`config.mk`:
```
export PLATFORM = sky130hd
export DESIGN_NAME = alarm_set_ctrl
export DESIGN_NICKNAME = d
export VERILOG_FILES = /design/src/rtl/alarm_set_ctrl.sv
export SDC_FILE = /design/constraint.sdc
export NUM_CORES = 1
export LEC_CHECK = 0
export ABC_CLOCK_PERIOD_IN_PS = 1600
export CORE_ASPECT_RATIO = 0.9
export CORE_MARGIN = 2
export CORE_UTILIZATION = 35
export DETAILED_ROUTE_END_ITERATION = 8
export PLACE_DENSITY_LB_ADDON = 0.1
export SLEW_MARGIN = 15
export SYNTH_ARGS = -nofsm -noshare
export SYNTH_HDL_FRONTEND = slang
export SYNTH_SLANG_ARGS = --single-unit
```
`constraint.sdc`:
```
create_clock -name Clock_1Sec -period 1.6 [get_ports Clock_1Sec]
set_clock_uncertainty 0.05 [all_clocks]
set_input_delay 0.48 -clock Clock_1Sec [delete_from_list [all_inputs] [get_ports Clock_1Sec]]
set_output_delay 0.48 -clock Clock_1Sec [all_outputs]
set_load 0.02 [all_outputs]
```
`src/rtl/alarm_set_ctrl.sv`:
```
// Button-driven editor for the alarm clock's time and alarm values; emits one-cycle load strobes.
// Optional snooze support is compiled in when the SNOOZE_EN macro is defined.
module alarm_set_ctrl #(
  parameter int TIMEOUT_CYC = 30,
  parameter int SNOOZE_MIN  = 5
) (
  input  logic       Clock_1Sec,
  input  logic       Reset,
  input  logic       ModeBtn,
  input  logic       EnterBtn,
  input  logic       IncBtn,
`ifdef SNOOZE_EN
  input  logic       Alarm,
  input  logic       SnoozeBtn,
`endif
  input  logic [3:0] Cur_Hours,
  input  logic [5:0] Cur_Mins,
  input  logic       Cur_AM_PM,
  output logic [5:0] SetSecs,
  output logic [5:0] SetMins,
  output logic [3:0] SetHours,
  output logic       Set_AM_PM,
  output logic       LoadTime,
  output logic [5:0] AlarmMinsIn,
  output logic [3:0] AlarmHoursIn,
  output logic       Alarm_AM_PM_In,
  output logic       LoadAlm,
  output logic       EditActive,
  output logic [1:0] EditField
);

  typedef enum logic [3:0] {
    IDLE, T_HOUR, T_MIN, T_AMPM, T_COMMIT, A_HOUR, A_MIN, A_AMPM, A_COMMIT, S_COMMIT
  } state_t;

  if (TIMEOUT_CYC < 2 || TIMEOUT_CYC > 255) begin : g_bad_timeout
    $error("TIMEOUT_CYC out of range 2..255");
  end
  if (SNOOZE_MIN < 1 || SNOOZE_MIN > 59) begin : g_bad_snooze
    $error("SNOOZE_MIN out of range 1..59");
  end

  state_t      state_q, state_d;
  logic [3:0]  hrs_q, hrs_d, al_hrs_q, al_hrs_d;
  logic [5:0]  min_q, min_d, al_min_q, al_min_d;
  logic        ampm_q, ampm_d, al_ampm_q, al_ampm_d;
  logic [7:0]  cnt_q, cnt_d;
  logic        load_time_q, load_alm_q, edit_active_q;
  logic [1:0]  edit_field_q;
  logic        any_btn;

  function automatic logic [1:0] field_of(input state_t s);
    case (s)
      T_HOUR, A_HOUR: field_of = 2'd1;
      T_MIN,  A_MIN:  field_of = 2'd2;
      T_AMPM, A_AMPM: field_of = 2'd3;
      default:        field_of = 2'd0;
    endcase
  endfunction

  assign any_btn = ModeBtn | EnterBtn | IncBtn;

`ifdef SNOOZE_EN
  logic [6:0] snz_sum;
  assign snz_sum = {1'b0, al_min_q} + 7'(SNOOZE_MIN);
`endif

  always_comb begin
    state_d   = state_q;
    hrs_d     = hrs_q;
    min_d     = min_q;
    ampm_d    = ampm_q;
    al_hrs_d  = al_hrs_q;
    al_min_d  = al_min_q;
    al_ampm_d = al_ampm_q;
    case (state_q)
      IDLE: begin
        if (ModeBtn) begin
          state_d = T_HOUR;
          hrs_d   = Cur_Hours;
          min_d   = Cur_Mins;
          ampm_d  = Cur_AM_PM;
        end
`ifdef SNOOZE_EN
        else if (SnoozeBtn && Alarm) begin
          state_d = S_COMMIT;
          if (snz_sum >= 7'd60) begin
            al_min_d = 6'(snz_sum - 7'd60);
            // 11 -> 12 crosses noon/midnight; 12 -> 1 does not
            if (al_hrs_q == 4'd11) begin
              al_hrs_d  = 4'd12;
              al_ampm_d = ~al_ampm_q;
            end else if (al_hrs_q >= 4'd12) begin
              al_hrs_d = 4'd1;
            end else begin
              al_hrs_d = al_hrs_q + 4'd1;
            end
          end else begin
            al_min_d = snz_sum[5:0];
          end
        end
`endif
      end
      T_COMMIT, A_COMMIT, S_COMMIT: state_d = IDLE;
      default: begin
        if (ModeBtn) begin
          if (state_q inside {T_HOUR, T_MIN, T_AMPM}) begin
            state_d = A_HOUR;
            hrs_d   = al_hrs_q;
            min_d   = al_min_q;
            ampm_d  = al_ampm_q;
          end else begin
            state_d = IDLE;
          end
        end else if (EnterBtn) begin
          case (state_q)
            T_HOUR:  state_d = T_MIN;
            T_MIN:   state_d = T_AMPM;
            T_AMPM:  state_d = T_COMMIT;
            A_HOUR:  state_d = A_MIN;
            A_MIN:   state_d = A_AMPM;
            default: begin
              // shadow updates on entry so LoadAlm and Alarm* line up
              state_d   = A_COMMIT;
              al_hrs_d  = hrs_q;
              al_min_d  = min_q;
              al_ampm_d = ampm_q;
            end
          endcase
        end else if (IncBtn) begin
          case (edit_field_q)
            2'd1:    hrs_d  = (hrs_q >= 4'd12) ? 4'd1 : hrs_q + 4'd1;
            2'd2:    min_d  = (min_q >= 6'd59) ? 6'd0 : min_q + 6'd1;
            default: ampm_d = ~ampm_q;
          endcase
        end else if (cnt_q == 8'(TIMEOUT_CYC - 1)) begin
          state_d = IDLE;
        end
      end
    endcase

    if (any_btn || state_d != state_q || field_of(state_q) == 2'd0) cnt_d = 8'd0;
    else                                                            cnt_d = cnt_q + 8'd1;
  end

  always_ff @(posedge Clock_1Sec or posedge Reset) begin
    if (Reset) begin
      state_q       <= IDLE;
      hrs_q         <= 4'd12;
      min_q         <= 6'd0;
      ampm_q        <= 1'b0;
      al_hrs_q      <= 4'd12;
      al_min_q      <= 6'd0;
      al_ampm_q     <= 1'b0;
      cnt_q         <= 8'd0;
      load_time_q   <= 1'b0;
      load_alm_q    <= 1'b0;
      edit_active_q <= 1'b0;
      edit_field_q  <= 2'd0;
    end else begin
      state_q       <= state_d;
      hrs_q         <= hrs_d;
      min_q         <= min_d;
      ampm_q        <= ampm_d;
      al_hrs_q      <= al_hrs_d;
      al_min_q      <= al_min_d;
      al_ampm_q     <= al_ampm_d;
      cnt_q         <= cnt_d;
      load_time_q   <= (state_d == T_COMMIT);
      load_alm_q    <= (state_d == A_COMMIT) || (state_d == S_COMMIT);
      edit_active_q <= (state_d != IDLE) && (state_d != S_COMMIT);
      edit_field_q  <= field_of(state_d);
    end
  end

  assign SetSecs        = 6'd0;
  assign SetMins        = min_q;
  assign SetHours       = hrs_q;
  assign Set_AM_PM      = ampm_q;
  assign LoadTime       = load_time_q;
  assign AlarmMinsIn    = al_min_q;
  assign AlarmHoursIn   = al_hrs_q;
  assign Alarm_AM_PM_In = al_ampm_q;
  assign LoadAlm        = load_alm_q;
  assign EditActive     = edit_active_q;
  assign EditField      = edit_field_q;

endmodule
```
==> results.json, run 1 <==
{
  "start_kind": "input port",
  "powerDensity_nw_per_um2": 1841,
  "synth_edf_count": 0,
  "routed_wl_mm": 5.617,
  "hold_buffers": 0,
  "coreArea_um2": 6081,
  "path_clk_slew_ns": 0.09,
  "grt_pass1_wl_mm": 9.377,
  "vdd.ir_drop.worst_mv": 0.6015,
  "grt_max_degree": 40,
  "regArea_um2": 983.4,
  "yosys.area.top_type": "dfrtp_1",
  "r2r_setup_slack_ns": -0.19,
  "drc": 0,
  "dieArea_um2": 6872,
  "cts.sinks": 39,
  "slew_violations": 0,
  "rows": 27,
  "finalCritPeriodShare_pct": 111.7,
  "status": "finished with violations",
  "routabilityCongestion": 0.7901,
  "ys_ff_latch": 39,
  "synthDistinctLibCells": 52,
  "rsz0062_at_grt": "yes",
  "critical_path.top_delay_family": "simple AND/OR/NAND/NOR gates",
  "area_growth_pct": 57.67,
  "placed_cells": 386,
  "yosys.area.top_type_share_pct": 40.21,
  "yosysWarnings": 0,
  "cp_max_fo": 8,
  "leakagePower_nw": 1.601,
  "critPathBufInv": 1,
  "vias": 1981,
  "clk_latency_ns": 0.30,
  "numCtsBuffers": 5,
  "reg2reg_depth": 4,
  "post-route-cell-area_um2": 3435,
  "htree_levels": 2,
  "syn_area_um2": 2178,
  "finalWorstSetupSlack_ns": -0.1873,
  "die_h_um": 78.84,
  "violations": "setup timing",
  "ys_seq_area_share_pct": 45.03,
  "arrival_ns": 1.96,
  "fin_crit_ns": 1.787,
  "initial_core_util_pct": 35.82,
  "avgSynthCellArea_um2": 9.639,
  "fill_cells": 554,
  "die_width_um": 87.16,
  "dpl_cell_area_um2": 3080,
  "synth_ff_type": "dfrtp_1",
  "clock_path_buffers": 2,
  "cts_tree": "yes",
  "syn_inst": 226,
  "cp_slowest_cell": "or4b_4",
  "grt.overflow.total": 0,
  "first_pass_iters": 4,
  "regToRegEndpoint": "cnt_q[0]",
  "multi_input_area_um2": 1252,
  "async_flop_share_pct": 100.0,
  "finalNonFillerCells": 403,
  "final_antenna_net_count": 0,
  "via_per_inst": 4.916,
  "grt_pass1_vias": 1894,
  "fmax_mhz": 559.5,
  "wl_per_cell_um": 13.94,
  "r2r_start": "state_q[3]",
  "hpwl_mm": 3.845,
  "antennaDiodeCount": 0,
  "timing.hold.ws_ns": 0.4801,
  "num_io_pins": 49,
  "worstHoldPathType": "input port to asynchronous set/reset pin",
  "hold_viol": 0,
  "grt_use_total_pct": 17.51,
  "finalSetupViolations": 25,
  "final_layout_size_suffix_gt1_share_pct": 38.97,
  "max_stage_delay_ns": 0.47,
  "synth.area.top_cells": "dfrtp_1, o21ai_0, dfstp_2, a21oi_1, mux2_2",
  "post-place-ws_ns": -0.6968,
  "crit_path_end_kind": "register",
  "antenna_found_initial": 0,
  "root_buffer": "clkbuf_8",
  "drtIter0Drc": 93,
  "path_cells": "clkdlybuf4s15_2 > nor2_4 > or4b_4 > a311o_2 > nor2_1",
  "portBuffers": 42,
  "utilization_pct": 56.48,
  "critical_path_required_ns": 1.77,
  "timing_worst_setup_path_type": "input port to register",
  "nets": 352,
  "drv_cap": 0
}
## cell usage in the layout, fill, tap and decap left out, types with 2 or more instances in the layout
cell,netlist,layout
conb_1,1,6
ha_1,6,6
buf_6,2,12
nor2_2,1,2
and2_1,2,2
clkdlybuf4s15_1,0,6
clkdlybuf4s50_1,0,12
o21a_1,3,3
dlygate4sd2_1,0,16
dfstp_2,4,4
nand3_1,6,6
a21oi_1,18,13
mux2_4,1,10
dfrtp_1,35,33
nor2_1,17,15
inv_1,11,10
xor2_1,5,5
clkbuf_8,0,6
o21ai_0,24,9
nor2_4,1,2
xnor2_1,4,4
nor2b_1,4,3
buf_12,0,3
clkdlybuf4s15_2,0,3
nand2_2,1,5
buf_2,4,4
nand4bb_1,2,2
o21ai_1,3,17
a21oi_4,0,2
nand2_1,17,12
and3_1,4,4
a21oi_2,1,4
a31oi_1,4,4
dfrtp_2,0,2
buf_4,8,50
or2_4,0,2
nand2_8,0,2
o211ai_1,4,4
## worst max path at each step
stage	slack, ns	endpoint	depth (start not counted)	start
6_report	-0.19	cnt_q[0]	5	ModeBtn
5_1_grt	-0.22	cnt_q[3]	4	state_q[3]
4_1_cts	-0.19	cnt_q[0]	4	state_q[3]
3_5_place_dp	-0.70	cnt_q[0]	5	ModeBtn
3_3_place_gp	-0.67	cnt_q[2]	5	ModeBtn
2_1_floorplan	-0.14	AlarmHoursIn[1]	6	state_q[3]
## synth_stat cells, types with 2 or more instances
master / count
nand2_1: 17
dfrtp_1: 35
nand3_1: 6
o21a_1: 3
a31oi_1: 4
nor2_1: 17
and2_1: 2
o21ai_1: 3
buf_2: 4
nand4bb_1: 2
buf_4: 8
o211ai_2: 2
o21ai_0: 24
inv_1: 11
and3_1: 4
o211ai_1: 4
clkbuf_1: 2
buf_6: 2
a21oi_1: 18
mux2_2: 8
xor2_1: 5
nor2b_1: 4
ha_1: 6
dfstp_2: 4
xnor2_1: 4
## layer usage
metal | GRT usage [%] | vias to the layer above | part of all wire (%)
met5 | 0 | - | 0
met1 | 24.82 | 934 | 48
met3 | 3.950 | 5 | 4.0
met2 | 27.10 | 43 | 47
li1 | - | 999 | -
met4 | 4.462 | 0 | 0.91
## worst reg2reg max path, cell delays in order, from the launching register on
cell and delay [ns]:
dfrtp_1 0.43, buf_6 0.14, or4b_4 0.51, a311o_2 0.46, nor2_1 0.12
## state kept, by name, indices dropped and copies added, names as in the netlist
register and cells:
SetHours 4, LoadAlm 1, EditActive 1, cnt_q 8, SetMins 6, EditField 2, state_q 4, AlarmHoursIn 4
AlarmMinsIn 6, LoadTime 1, Alarm_AM_PM_In 1, Set_AM_PM 1
## area by class of cell
class                      instances  area share (%)
sequential                        39           28.63
clock inverter                     2           1.020
timing repair buffer             107           27.65
inverter                          11           1.202
multi-input combinational        166           36.47
clock buffer                       6           2.404
tap                               72           2.623
## cell families (layout without fill, tap and decap cells)
family	count (synthesis)	in the layout	share of synthesized area, %
AO/OA/AOI/OAI	69	69	19.53
XOR/XNOR	9	9	3.618
adder cells (fa/ha/maj)	6	6	3.446
buffers and inverters	27	126	6.950
flip-flops	39	39	45.03
multiplexers	11	11	5.801
other	1	6	0.1721
AND/OR/NAND/NOR	64	65	15.45
## stage by stage
| step | power, W | setup TNS [ns] |
|---|---|---|
| 3_5_place_dp | 0.005047 | -22.47 |
| 6_report | 0.006321 | -2.430 |
| 4_1_cts | 0.005971 | -1.939 |
| 2_1_floorplan | 0.003476 | -1.701 |
| 5_1_grt | 0.006755 | -4.300 |
| 3_3_place_gp | 0.005043 | -22.12 |
## power breakdown
part           switching, W  internal (W)
clock              0.000361      0.000505
sequential         0.000287       0.00137
combinational       0.00190       0.00190
total               0.00255       0.00377
## what timing repair did
action / 4_1_cts / 5_1_grt
buffers inserted: 4 / 4
pin swaps: 10 / 19
endpoints found under the setup margin: 65 / 43
cloned: 2 / 0
gates resized for setup: 78 / 43
No activity file was read; power rests on OpenSTA's default activity.
==> run 2: changes to the inputs <==
CTS_BUF_LIST = sky130_fd_sc_hd__clkbuf_2   (was unset)
PLACE_DENSITY_LB_ADDON = unset   (was 0.1)
==> results.json, run 2 (synthesis results as in run 1) <==
{
  "grt_pass1_wl_mm": 10.47,
  "first_pass_iters": 4,
  "finalWorstSetupSlack_ns": -0.1569,
  "grt.overflow.total": 0,
  "coreArea_um2": 6081,
  "routabilityCongestion": 0.8398,
  "slew_violations": 0,
  "power_w": 0.006499,
  "multi_input_area_um2": 1276,
  "vdd.ir_drop.worst_mv": 0.8413,
  "r2r_setup_slack_ns": -0.16,
  "critical_path_required_ns": 1.89,
  "wl_per_cell_um": 15.23,
  "top_usage_layer": "met2",
  "grtUsageMet2_pct": 31.37,
  "root_buffer": "clkbuf_2",
  "final_cell_mix": "buf_4, dfrtp_1, buf_6, buf_2, o21ai_1",
  "drc": 0,
  "area_growth_pct": 59.39,
  "leakagePower_nw": 1.661,
  "reg2reg_depth": 5,
  "nets": 368,
  "die_h_um": 78.84,
  "placed_cells": 385,
  "cts.sinks": 39,
  "worstHoldPathType": "input port to asynchronous set/reset pin",
  "regArea_um2": 984.7,
  "finalSetupViolations": 37,
  "vias": 2117,
  "grt_use_total_pct": 19.27,
  "top_register": "cnt_q",
  "antennaDiodeCount": 0,
  "hpwl_mm": 4.085,
  "final_antenna_net_count": 0,
  "initial_core_util_pct": 35.82,
  "portBuffers": 42,
  "grt_max_degree": 40,
  "dieArea_um2": 6872,
  "grt_pass1_vias": 2162,
  "htree_levels": 2,
  "largest_reg_flops": 8,
  "violations": "setup timing",
  "fin_tns_setup_ns": -3.486,
  "finalNonFillerCells": 419,
  "hold_viol": 0,
  "die_width_um": 87.16,
  "num_io_pins": 49,
  "timing_worst_setup_path_type": "register to register",
  "regToRegEndpoint": "cnt_q[6]",
  "path_clk_slew_ns": 0.20,
  "clk_latency_ns": 0.39,
  "via_per_inst": 5.053,
  "fmax_mhz": 569.2,
  "crit_path_end_kind": "register",
  "rows": 27,
  "status": "finished with violations",
  "cts_tree": "yes",
  "met1_usage_pct": 26.71,
  "clock_path_buffers": 2,
  "final_common_cell": "buf_4",
  "cp_max_fo": 8,
  "grtUsageMet3_pct": 3.015,
  "post-place-ws_ns": -0.6847,
  "routed_wl_mm": 6.383,
  "drtIter0Drc": 110,
  "start_kind": "register",
  "fill_cells": 556,
  "final_layout_size_suffix_gt1_share_pct": 48.41,
  "antenna_found_initial": 0,
  "rsz0062_at_grt": "yes",
  "fin_crit_ns": 1.757,
  "numCtsBuffers": 5,
  "arrival_ns": 2.05,
  "drv_cap": 0,
  "hold_buffers": 0,
  "finalCritPeriodShare_pct": 109.8,
  "r2r_start": "state_q[0]",
  "powerDensity_nw_per_um2": 1872
}
## run 2: cell count changes in the layout (fill, tap and decap cells not counted), moves of 5 or more
cell / before / now
buf_2: 4 / 20
dlygate4sd2_1: 16 / 2
buf_4: 50 / 62
buf_6: 12 / 23
clkbuf_8: 6 / 0
clkdlybuf4s15_1: 6 / 0
clkbuf_2: 1 / 6
nand2_2: 5 / 0
## run 2: final cells by class
type / instances / area share, %
timing repair buffer: 123 / 29.95
inverter: 11 / 1.261
tap: 72 / 2.595
multi-input combinational: 166 / 36.76
sequential: 39 / 28.36
clock inverter: 2 / 0.2162
clock buffer: 6 / 0.8649
## run 2: critical path: stages (launching register included)
cell	delay, ns
dfrtp_2	0.50
buf_6	0.13
nor2_4	0.04
or4b_1	0.47
a311o_2	0.41
nor2_1	0.12
## run 2: worst max-delay path by stage
stage,cells after the start,slack [ns],end,startpoint
floorplan,6,-0.14,AlarmHoursIn[1],state_q[3]
CTS,7,-0.15,SetHours[1],state_q[0]
global route,8,-0.25,LoadTime,cnt_q[1]
finish,5,-0.16,cnt_q[6],state_q[0]
detailed placement,5,-0.68,cnt_q[3],EnterBtn
global placement,5,-0.64,cnt_q[7],EnterBtn
## run 2: repair_timing
item,in CTS,in global routing
endpoints found under the setup margin,62,47
gates resized for setup,165,40
hold endpoints to repair,0,0
gates cloned,3,0
pin swaps,11,13
setup buffers,19,4
## run 2: where the power goes
part | switching (W) | leakage (nW) | internal (W) | total [W]
combinational | 0.00215 | 1.14 | 0.00229 | 0.00444
sequential | 0.000248 | 0.488 | 0.00137 | 0.00162
clock | 0.000335 | 0.0281 | 0.000105 | 0.000440
## run 2: per-stage QoR
stage	util [%]	hold slack (ns)	instance area, um^2
finish	57.10	0.3478	3472
global route	57.10	0.3215	3472
CTS	54.98	0.3295	3343
detailed placement	50.54	0.4721	3073
global placement	50.54	0.4466	3073
floorplan	-	0.4217	2238
## run 2: routing by layer
metal / vias up / part of all wire (%)
li1: 1032 / -
met1: 1013 / 46
met2: 64 / 49
met3: 8 / 4.2
met4: 0 / 1.2
met5: - / 0
